## src/rtl/subleq_mmio_fifo_pkg.sv

```systemverilog
// Shared constants and types for the subleq MMIO decoder with host FIFOs.
// The I/O window is the top four addresses; the two LSBs select the register.
package subleq_mmio_fifo_pkg;

  localparam int unsigned WORD_SIZE_DEFAULT = 16;

  // Ack sequencer states: accept in IDLE, ack for one cycle, then ignore one cycle.
  localparam logic [1:0] S_IDLE = 2'd0;
  localparam logic [1:0] S_ACK  = 2'd1;
  localparam logic [1:0] S_GAP  = 2'd2;

  // T-1 HALT, T-2 OUT, T-3 IN, T-4 STATUS, keyed by addr[1:0].
  typedef enum logic [1:0] {
    IO_STATUS = 2'd0,
    IO_IN     = 2'd1,
    IO_OUT    = 2'd2,
    IO_HALT   = 2'd3
  } io_sel_t;

  // Status word payload, bit 3 down to bit 0.
  typedef struct packed {
    logic eof_flag;
    logic out_full;
    logic out_empty;
    logic in_empty;
  } status_t;

endpackage

```

## src/rtl/subleq_fifo.sv

```systemverilog
// Small synchronous FIFO with a registered head pointer; head reads 0 while empty.
module subleq_fifo #(
  parameter int unsigned WIDTH = 16,
  parameter int unsigned DEPTH = 4
) (
  input  logic             clk,
  input  logic             rst,
  input  logic             push,
  input  logic [WIDTH-1:0] push_data,
  input  logic             pop,
  output logic             full,
  output logic             empty,
  output logic [WIDTH-1:0] head
);

  localparam int unsigned AW = $clog2(DEPTH);
  localparam int unsigned CW = AW + 1;

  logic [WIDTH-1:0] mem [DEPTH];
  logic [AW-1:0]    wr_ptr;
  logic [AW-1:0]    rd_ptr;
  logic [CW-1:0]    count;
  logic             do_push;
  logic             do_pop;

  assign full    = (count == CW'(DEPTH));
  assign empty   = (count == '0);
  assign do_push = push && !full;
  assign do_pop  = pop && !empty;
  assign head    = empty ? '0 : mem[rd_ptr];

  // Pointers wrap naturally because DEPTH is a power of two.
  always_ff @(posedge clk) begin
    if (rst) begin
      wr_ptr <= '0;
      rd_ptr <= '0;
      count  <= '0;
    end else begin
      if (do_push) wr_ptr <= wr_ptr + AW'(1);
      if (do_pop)  rd_ptr <= rd_ptr + AW'(1);
      count <= count + CW'(do_push) - CW'(do_pop);
    end
  end

  always_ff @(posedge clk) begin
    if (do_push) mem[wr_ptr] <= push_data;
  end

endmodule

```

## src/rtl/subleq_mmio_fifo.sv

```systemverilog
// MMIO decoder between the subleq CPU and memory / host I/O, with input and
// output FIFOs, a status register and a sticky halt flag.
module subleq_mmio_fifo
  import subleq_mmio_fifo_pkg::*;
#(
  parameter int unsigned WORD_SIZE = WORD_SIZE_DEFAULT,
  parameter int unsigned IN_DEPTH  = 4,
  parameter int unsigned OUT_DEPTH = 4
) (
  input  logic                 clk,
  input  logic                 rst,
  input  logic                 eof,
  input  logic                 in_ack,
  output logic                 in_req,
  input  logic [WORD_SIZE-1:0] io_in,
  input  logic                 out_ack,
  output logic                 out_req,
  output logic [WORD_SIZE-1:0] io_out,
  input  logic                 cpu_req,
  input  logic                 cpu_load,
  input  logic                 cpu_store,
  input  logic [WORD_SIZE-1:0] addr,
  input  logic [WORD_SIZE-1:0] data_out,
  output logic                 cpu_ack,
  output logic                 cpu_halt,
  output logic [WORD_SIZE-1:0] data_in,
  input  logic                 mem_ack,
  input  logic [WORD_SIZE-1:0] mem_out,
  output logic                 mem_req,
  output logic                 mem_load,
  output logic                 mem_store,
  output logic [WORD_SIZE-1:0] mem_in,
  output logic [WORD_SIZE-1:0] mem_addr
);

  logic [1:0]           state_q, state_d;
  logic                 halt_q, halt_d;
  logic [WORD_SIZE-1:0] rdata_q, rdata_d;
  logic [WORD_SIZE-1:0] rd_sel;
  logic                 accept;
  logic                 io_space;
  io_sel_t              sel;
  status_t              status;

  logic                 in_full, in_empty, in_pop;
  logic [WORD_SIZE-1:0] in_head;
  logic                 out_full, out_empty, out_push;

  subleq_fifo #(.WIDTH(WORD_SIZE), .DEPTH(IN_DEPTH)) u_in_fifo (
    .clk       (clk),
    .rst       (rst),
    .push      (in_req && in_ack),
    .push_data (io_in),
    .pop       (in_pop),
    .full      (in_full),
    .empty     (in_empty),
    .head      (in_head)
  );

  subleq_fifo #(.WIDTH(WORD_SIZE), .DEPTH(OUT_DEPTH)) u_out_fifo (
    .clk       (clk),
    .rst       (rst),
    .push      (out_push),
    .push_data (data_out),
    .pop       (out_req && out_ack),
    .full      (out_full),
    .empty     (out_empty),
    .head      (io_out)
  );

  assign io_space = &addr[WORD_SIZE-1:2];
  assign sel      = io_sel_t'(addr[1:0]);
  assign status   = '{eof_flag: eof, out_full: out_full, out_empty: out_empty, in_empty: in_empty};

  assign in_req   = !in_full && !eof && !halt_q;
  assign out_req  = !out_empty;
  assign cpu_halt = halt_q;

  // Memory space is a straight pass-through; I/O space silences the memory bus.
  assign mem_req   = cpu_req   && !io_space;
  assign mem_load  = cpu_load  && !io_space;
  assign mem_store = cpu_store && !io_space;
  assign mem_in    = io_space ? '0 : data_out;
  assign mem_addr  = io_space ? '0 : addr;
  assign cpu_ack   = io_space ? (state_q == S_ACK) : mem_ack;
  assign data_in   = io_space ? rdata_q : mem_out;

  // Next-state, side effects and read data for I/O requests.
  always_comb begin
    state_d  = state_q;
    halt_d   = halt_q;
    rdata_d  = rdata_q;
    rd_sel   = '0;
    accept   = 1'b0;
    in_pop   = 1'b0;
    out_push = 1'b0;
    case (state_q)
      S_IDLE: begin
        if (cpu_req && io_space) begin
          accept = 1'b1;
          if (halt_q) begin
            // Halted: still ack everything, but only the status read returns data.
            if (sel == IO_STATUS && cpu_load) rd_sel = WORD_SIZE'(status);
          end else begin
            case (sel)
              IO_HALT: halt_d = 1'b1;
              IO_OUT: begin
                if (cpu_store) begin
                  if (out_full) accept = 1'b0;
                  else          out_push = 1'b1;
                end
              end
              IO_IN: begin
                if (cpu_load) begin
                  if (!in_empty) begin
                    in_pop = 1'b1;
                    rd_sel = in_head;
                  end else if (eof) begin
                    halt_d = 1'b1;
                  end else begin
                    accept = 1'b0;
                  end
                end
              end
              IO_STATUS: begin
                if (cpu_load) rd_sel = WORD_SIZE'(status);
              end
              default: ;
            endcase
          end
          if (accept) begin
            state_d = S_ACK;
            rdata_d = rd_sel;
          end
        end
      end
      S_ACK:   state_d = S_GAP;
      S_GAP:   state_d = S_IDLE;
      default: state_d = S_IDLE;
    endcase
  end

  always_ff @(posedge clk) begin
    if (rst) begin
      state_q <= S_IDLE;
      halt_q  <= 1'b0;
      rdata_q <= '0;
    end else begin
      state_q <= state_d;
      halt_q  <= halt_d;
      rdata_q <= rdata_d;
    end
  end

endmodule

```

## config.mk

```make
export PLATFORM = sky130hd
export DESIGN_NAME = subleq_mmio_fifo
export DESIGN_NICKNAME = d
export VERILOG_FILES = /design/src/rtl/subleq_mmio_fifo_pkg.sv /design/src/rtl/subleq_fifo.sv /design/src/rtl/subleq_mmio_fifo.sv
export SDC_FILE = /design/constraint.sdc
export NUM_CORES = 1
export LEC_CHECK = 0
export BUFFER_PORTS_ARGS = -buffer_cell sky130_fd_sc_hd__buf_2
export CORE_ASPECT_RATIO = 2
export CORE_UTILIZATION = 32
export CTS_CLUSTER_SIZE = 10
export DETAILED_ROUTE_END_ITERATION = 8
export HOLD_SLACK_MARGIN = 0.05
export PLACE_DENSITY = 0.61
export SLEW_MARGIN = 40
export SYNTH_ARGS = -nofsm -noshare
export SYNTH_HDL_FRONTEND = slang
export SYNTH_SLANG_ARGS = --single-unit
```

## constraint.sdc

```tcl
create_clock -name clk -period 6.68 [get_ports clk]
set_clock_uncertainty 0.15 [all_clocks]
set_input_delay 0.334 -clock clk [delete_from_list [all_inputs] [get_ports clk]]
set_output_delay 0.334 -clock clk [all_outputs]
set_load 0.01 [all_outputs]
```

# Word-level counts from Yosys, hierarchy flattened
# Memories as Yosys holds them, arrays and structs flattened. A register that Yosys moved wholly into a read port is not among the register bits.
# Cells that the tools add are included.
# op_classes
n_reduce_logical	28
n_mux	46
n_addsub	8
n_eq_ne	8
# ops
op	n
$mux W16	7
$pmux W16 S2	1
$mux W1	27
$reduce_and A14 Y1	1
$logic_and A1 B1 Y1	13
$mux W2	6
$add A2 B1 Y2 const B	4
$mux W4	2
$logic_not A1 Y1	7
$add A3 B1 Y3	2
$eq A3 B3 Y1 const B	2
$logic_not A3 Y1	2
$sub A3 B1 Y3	2
$eq A2 B1 Y1 const B	2
$eq A2 B2 Y1 const B	2
$logic_not A2 Y1	2
$ne A2 B2 Y1 const B	2
$pmux W1 S2	2
$pmux W2 S2	1
$reduce_and A2 Y1	2
$reduce_and A3 Y1	1
# word_totals
output_inout_bits	71
ff_bits	33
ram_bits	128
memories	2
# memory_table
memory	words	width	rd	rd_ports_with_merged_regs	write_ports	line_no	rtl
u_in_fifo.mem	4	16	1	1	1	subleq_fifo.sv:19	logic [WIDTH-1:0] mem [DEPTH];
u_out_fifo.mem	4	16	1	1	1	subleq_fifo.sv:19	

# Depth between registers and ports, before layout
# logic_depth
word_depth	10
mapped_depth	13
ltp_nobuf	11

# Cells and area by module
# A second synthesis with hierarchy kept.
# unflattened
hier_cells	468
hier_area_um2	7318.3
# by_module_without_submodules
module	instances	cells_each	seq_area_each_um2	area_per_inst_um2
subleq_fifo	2	152	2102.0	2942.8
subleq_mmio_fifo	1	164	380.4	1432.6

# Worst setup path before layout
# No wires, ideal clock.
# synth_timing
kind	input to register
from	input addr[1]
to	register u_in_fifo.count[1]
setup_slack_ns	3.897
n_path_buf	2
t_arrival_ns	2.509
stages	12
required_ns	6.406
setup_ns	0.124
path_cell_list	inv_1 > ha_1 > nand2_1 > nor3_1 > and3_1 > clkbuf_1 > buf_4 > ha_1 > inv_1 > ha_1 > fa_1 > nor2b_1
# synth_via
elab_chain_len	7
# synth_lines
item	line_no	rtl
start: declaration	subleq_mmio_fifo.sv:22	input logic [WORD_SIZE-1:0] addr,
$eq A2 B1 Y1	subleq_mmio_fifo.sv:105	case (sel)
$mux W1	subleq_mmio_fifo.sv:105	
$mux W1	subleq_mmio_fifo.sv:101	if (halt_q) begin
$mux W1	subleq_mmio_fifo.sv:99	if (cpu_req && io_space) begin
$mux W1	subleq_mmio_fifo.sv:97	case (state_q)
$logic_and A1 B1 Y1	subleq_fifo.sv:29	assign do_pop = pop && !empty;
via u_in_fifo.do_pop	subleq_fifo.sv:24	logic do_pop;
$sub A3 B1 Y3	subleq_fifo.sv:41	count <= count + CW'(do_push) - CW'(do_pop);
end signal: assignment	subleq_fifo.sv:41	
end: declaration	subleq_fifo.sv:22	logic [CW-1:0] count;
# The timed path passes the listed nets, and every way through them passes these cells.
# A chain may end at the register's enable or synchronous reset.

# Worst setup path after layout
# layout_timing
from	input addr[5]
to	register u_in_fifo.count[2]
# layout_via
elab_chain_len	6
# layout_lines
item	line_no	rtl
$reduce_and A14 Y1	subleq_mmio_fifo.sv:71	assign io_space = &addr[WORD_SIZE-1:2];
$logic_and A1 B1 Y1	subleq_mmio_fifo.sv:99	
$mux W1	subleq_mmio_fifo.sv:99	
$mux W1	subleq_mmio_fifo.sv:97	
$logic_and A1 B1 Y1	subleq_fifo.sv:29	
$sub A3 B1 Y3	subleq_fifo.sv:41	
# Every way passes these cells.

==> results.json <==
{
  "status": "completed",
  "use_met1": 0.130,
  "dieArea_um2": 22200,
  "ant_nets": 0,
  "worstSetupEndpointType": "flip-flop",
  "vias": 4173,
  "period_needed_ns": 3.12,
  "cp-startpoint": "addr[5]",
  "cap_violations": 0,
  "synthAdderAreaFrac": 0.0348,
  "worst_setup_path_start_kind": "primary input",
  "layout_common_cells": "buf_2 (143), edfxtp_1 (128), nor2_1 (35), nor2b_1 (35), dfxtp_1 (34)",
  "synthFlopType": "edfxtp_1",
  "cp_common_cell": "ha_1",
  "row_count": 75,
  "arrival_ns": 3.25,
  "htree_levels": 4,
  "numCtsBuffers": 17,
  "synth.distinct_cells": 38,
  "syn_area_per_cell_um2": 16.1,
  "hpwl_um": 10700,
  "drv_slew": 0,
  "synth_top_family_by_area": "multiplexers",
  "ys_warn_count": 0,
  "synth_fp_nets": 519,
  "tns_ns": 0,
  "clk_latency_ns": 0.42,
  "finalNetCount": 692,
  "chipHeight_um": 210,
  "clockRootBuffer": "clkbuf_16",
  "layout_commonest_cell": "buf_2",
  "clock_path_buffers": 2,
  "antenna_found_initial": 0,
  "dieWidth_um": 106,
  "synth-compound-area-share": 0.0285,
  "drtIter0Drc": 131,
  "r2r-end": "u_in_fifo.count[2]$_SDFF_PP0_",
  "grt_max_degree": 59,
  "vias_per_cell": 4.73,
  "synthXorXnorAreaFrac": 0.0127,
  "track_usage": 0.139,
  "start_util": 0.328,
  "cts.sinks": 165,
  "worst-path-max-fanout": 58,
  "cts_resized": 0,
  "dr.pass1.iters": 4,
  "overflow": 0,
  "synth_edf_count": 128,
  "rsz0062_at_grt": "no",
  "worstReg2RegStart": "u_in_fifo.count[1]$_SDFF_PP0_",
  "netlist_area_um2": 6900,
  "cts_tree": "built",
  "yosys.area_share.simple": 0.0945,
  "core-area_um2": 21000,
  "cp.required_ns": 6.81,
  "drive_gt1_frac": 0.391,
  "vdd_ir_drop_max_uv": 147,
  "tightestPinTransition_ns": 0.788,
  "finalHoldViolCount": 0,
  "fmax_mhz": 321,
  "yosys_register_bits": 165,
  "relSlewSlack": 0.471,
  "port_buffers": 143,
  "clk_pin_slew_worst_paths_ns": 0.07,
  "leakage_uw": 0.00326,
  "setup_viol": 0,
  "r2r_cells": 9,
  "grt_pass1_wl_um": 22800,
  "cts_setup_buffers": 0,
  "ctsHoldBuffers": 32,
  "cp_slowest_cell": "and3_1",
  "grt-busiest-layer": "met2",
  "fin_crit_sh": 0.467,
  "synthMuxAreaShare": 0.139,
  "drc_errors": 0,
  "place_inst": 819,
  "ios": 144,
  "antenna_cells": 0,
  "powerDensity_nw_per_um2": 287,
  "max_stage_delay_ns": 0.67,
  "synthArstFlopShare": 0,
  "place.gp.congestion": 0.735,
  "syn2layout_area_growth_pct": 26.8,
  "stdcell_count": 883,
  "grtUsageMet2": 0.281,
  "crit_end": "u_in_fifo.count[2]$_SDFF_PP0_",
  "worst_hold_path_type": "primary input to flip-flop",
  "crit_type": "primary input to flip-flop",
  "wl_um": 15000,
  "wl_per_cell_um": 16.9,
  "path_cells": "buf_2, nand4_1, nor4_4, buf_4, and3_1, ha_1, inv_1, ha_1, fa_1, xnor2_1, nor2_1",
  "grt_use_met3": 0.0307,
  "syn_inst": 428,
  "grt_pass1_vias": 4503,
  "ys_seq_area_frac": 0.664,
  "r2r_slack_ns": 3.58
}
logic make-up (layout without fill, tap and decap cells):
| family | after synthesis | count (layout) |
|---|---|---|
| flops | 165 | 165 |
| mux | 54 | 54 |
| fa+ha+maj | 18 | 18 |
| buf+inv | 42 | 228 |
| compound gates | 23 | 23 |
| simple gates | 116 | 116 |
| xor+xnor | 10 | 10 |
through the flow:
step	power (uW)	setup slack, ns	hold slack (ns)	cell area (um2)	utilization
floorplan	1470	3.90	0.263	6900	-
global placement	1620	3.22	0.270	7850	0.374
detailed placement	1640	3.10	0.315	7890	0.375
CTS	2550	3.54	0.225	8740	0.416
global route	2630	3.26	0.237	8750	0.416
finish	2510	3.56	0.243	8750	0.416
registers in the layout, summed over array words and instances, names as in the netlist, named ones only:
| register | cells |
|---|---|
| u_out_fifo.rd_ptr | 2 |
| u_in_fifo.count | 3 |
| state_q | 2 |
| u_out_fifo.wr_ptr | 2 |
| u_out_fifo.mem | 64 |
| cpu_halt | 1 |
| u_out_fifo.count | 3 |
| u_in_fifo.rd_ptr | 2 |
| rdata_q | 16 |
| u_in_fifo.wr_ptr | 2 |
| u_in_fifo.mem | 64 |
metal layers:
| metal | wire, um | vias to the layer above |
|---|---|---|
| li1 | - | 1934 |
| met3 | 776 | 11 |
| met2 | 8740 | 176 |
| met1 | 5280 | 2052 |
| met5 | 0 | - |
| met4 | 152 | 0 |
power by group:
group | switching (uW) | internal, uW
clock network | 413 | 482
logic | 205 | 227
registers | 49.1 | 1140
worst max-delay path, delay by kind of cell:
kind,cells,cell delay (ns)
buf+inv,3,0.71
xor+xnor,1,0.16
simple gates,4,1.14
fa+ha+maj,3,0.86
how the worst min path moves through the flow:
stage	startpoint	endpoint	slack, ns	depth (start not counted)
2_1_floorplan	state_q[1]$_SDFFE_PP0P_	state_q[1]$_SDFFE_PP0P_	0.26	1
3_3_place_gp	state_q[1]$_SDFFE_PP0P_	state_q[1]$_SDFFE_PP0P_	0.27	1
3_5_place_dp	state_q[1]$_SDFFE_PP0P_	state_q[1]$_SDFFE_PP0P_	0.31	1
4_1_cts	cpu_load	rdata_q[0]$_SDFFE_PP0P_	0.22	4
5_1_grt	eof	rdata_q[3]$_SDFFE_PP0P_	0.24	5
6_report	cpu_load	rdata_q[0]$_SDFFE_PP0P_	0.24	4
cell usage after synthesis, types with 2 or more instances:
library cell  instances  area share
nand2_1               5      0.0027
nor3b_1               2      0.0022
nor2b_1              35       0.032
clkbuf_1             14      0.0076
buf_2                 8      0.0058
fa_1                  2      0.0058
nor2_1               35       0.019
a22oi_1              12       0.013
dfxtp_1              37        0.11
inv_1                17      0.0092
nor3_1                2      0.0015
and2_1               22       0.020
mux2_2               16       0.026
mux4_2               32        0.10
nand4_1               4      0.0036
a31oi_1               2      0.0018
ha_1                 16       0.029
xor2_1                3      0.0038
xnor2_1               7      0.0089
and3_1                5      0.0045
mux2i_1               6      0.0087
o2bb2ai_1             3      0.0038
edfxtp_1            128        0.56
cell type report:
type | instances | area [um2]
well taps | 269 | 337
flip-flops and latches | 165 | 4590
clock buffers | 19 | 433
fillers | 1925 | 12300
inverters | 17 | 63.8
clock inverters | 13 | 101
multi-input cells | 221 | 2150
repair buffers | 179 | 1070
No activity file was read; power rests on OpenSTA's default activity.
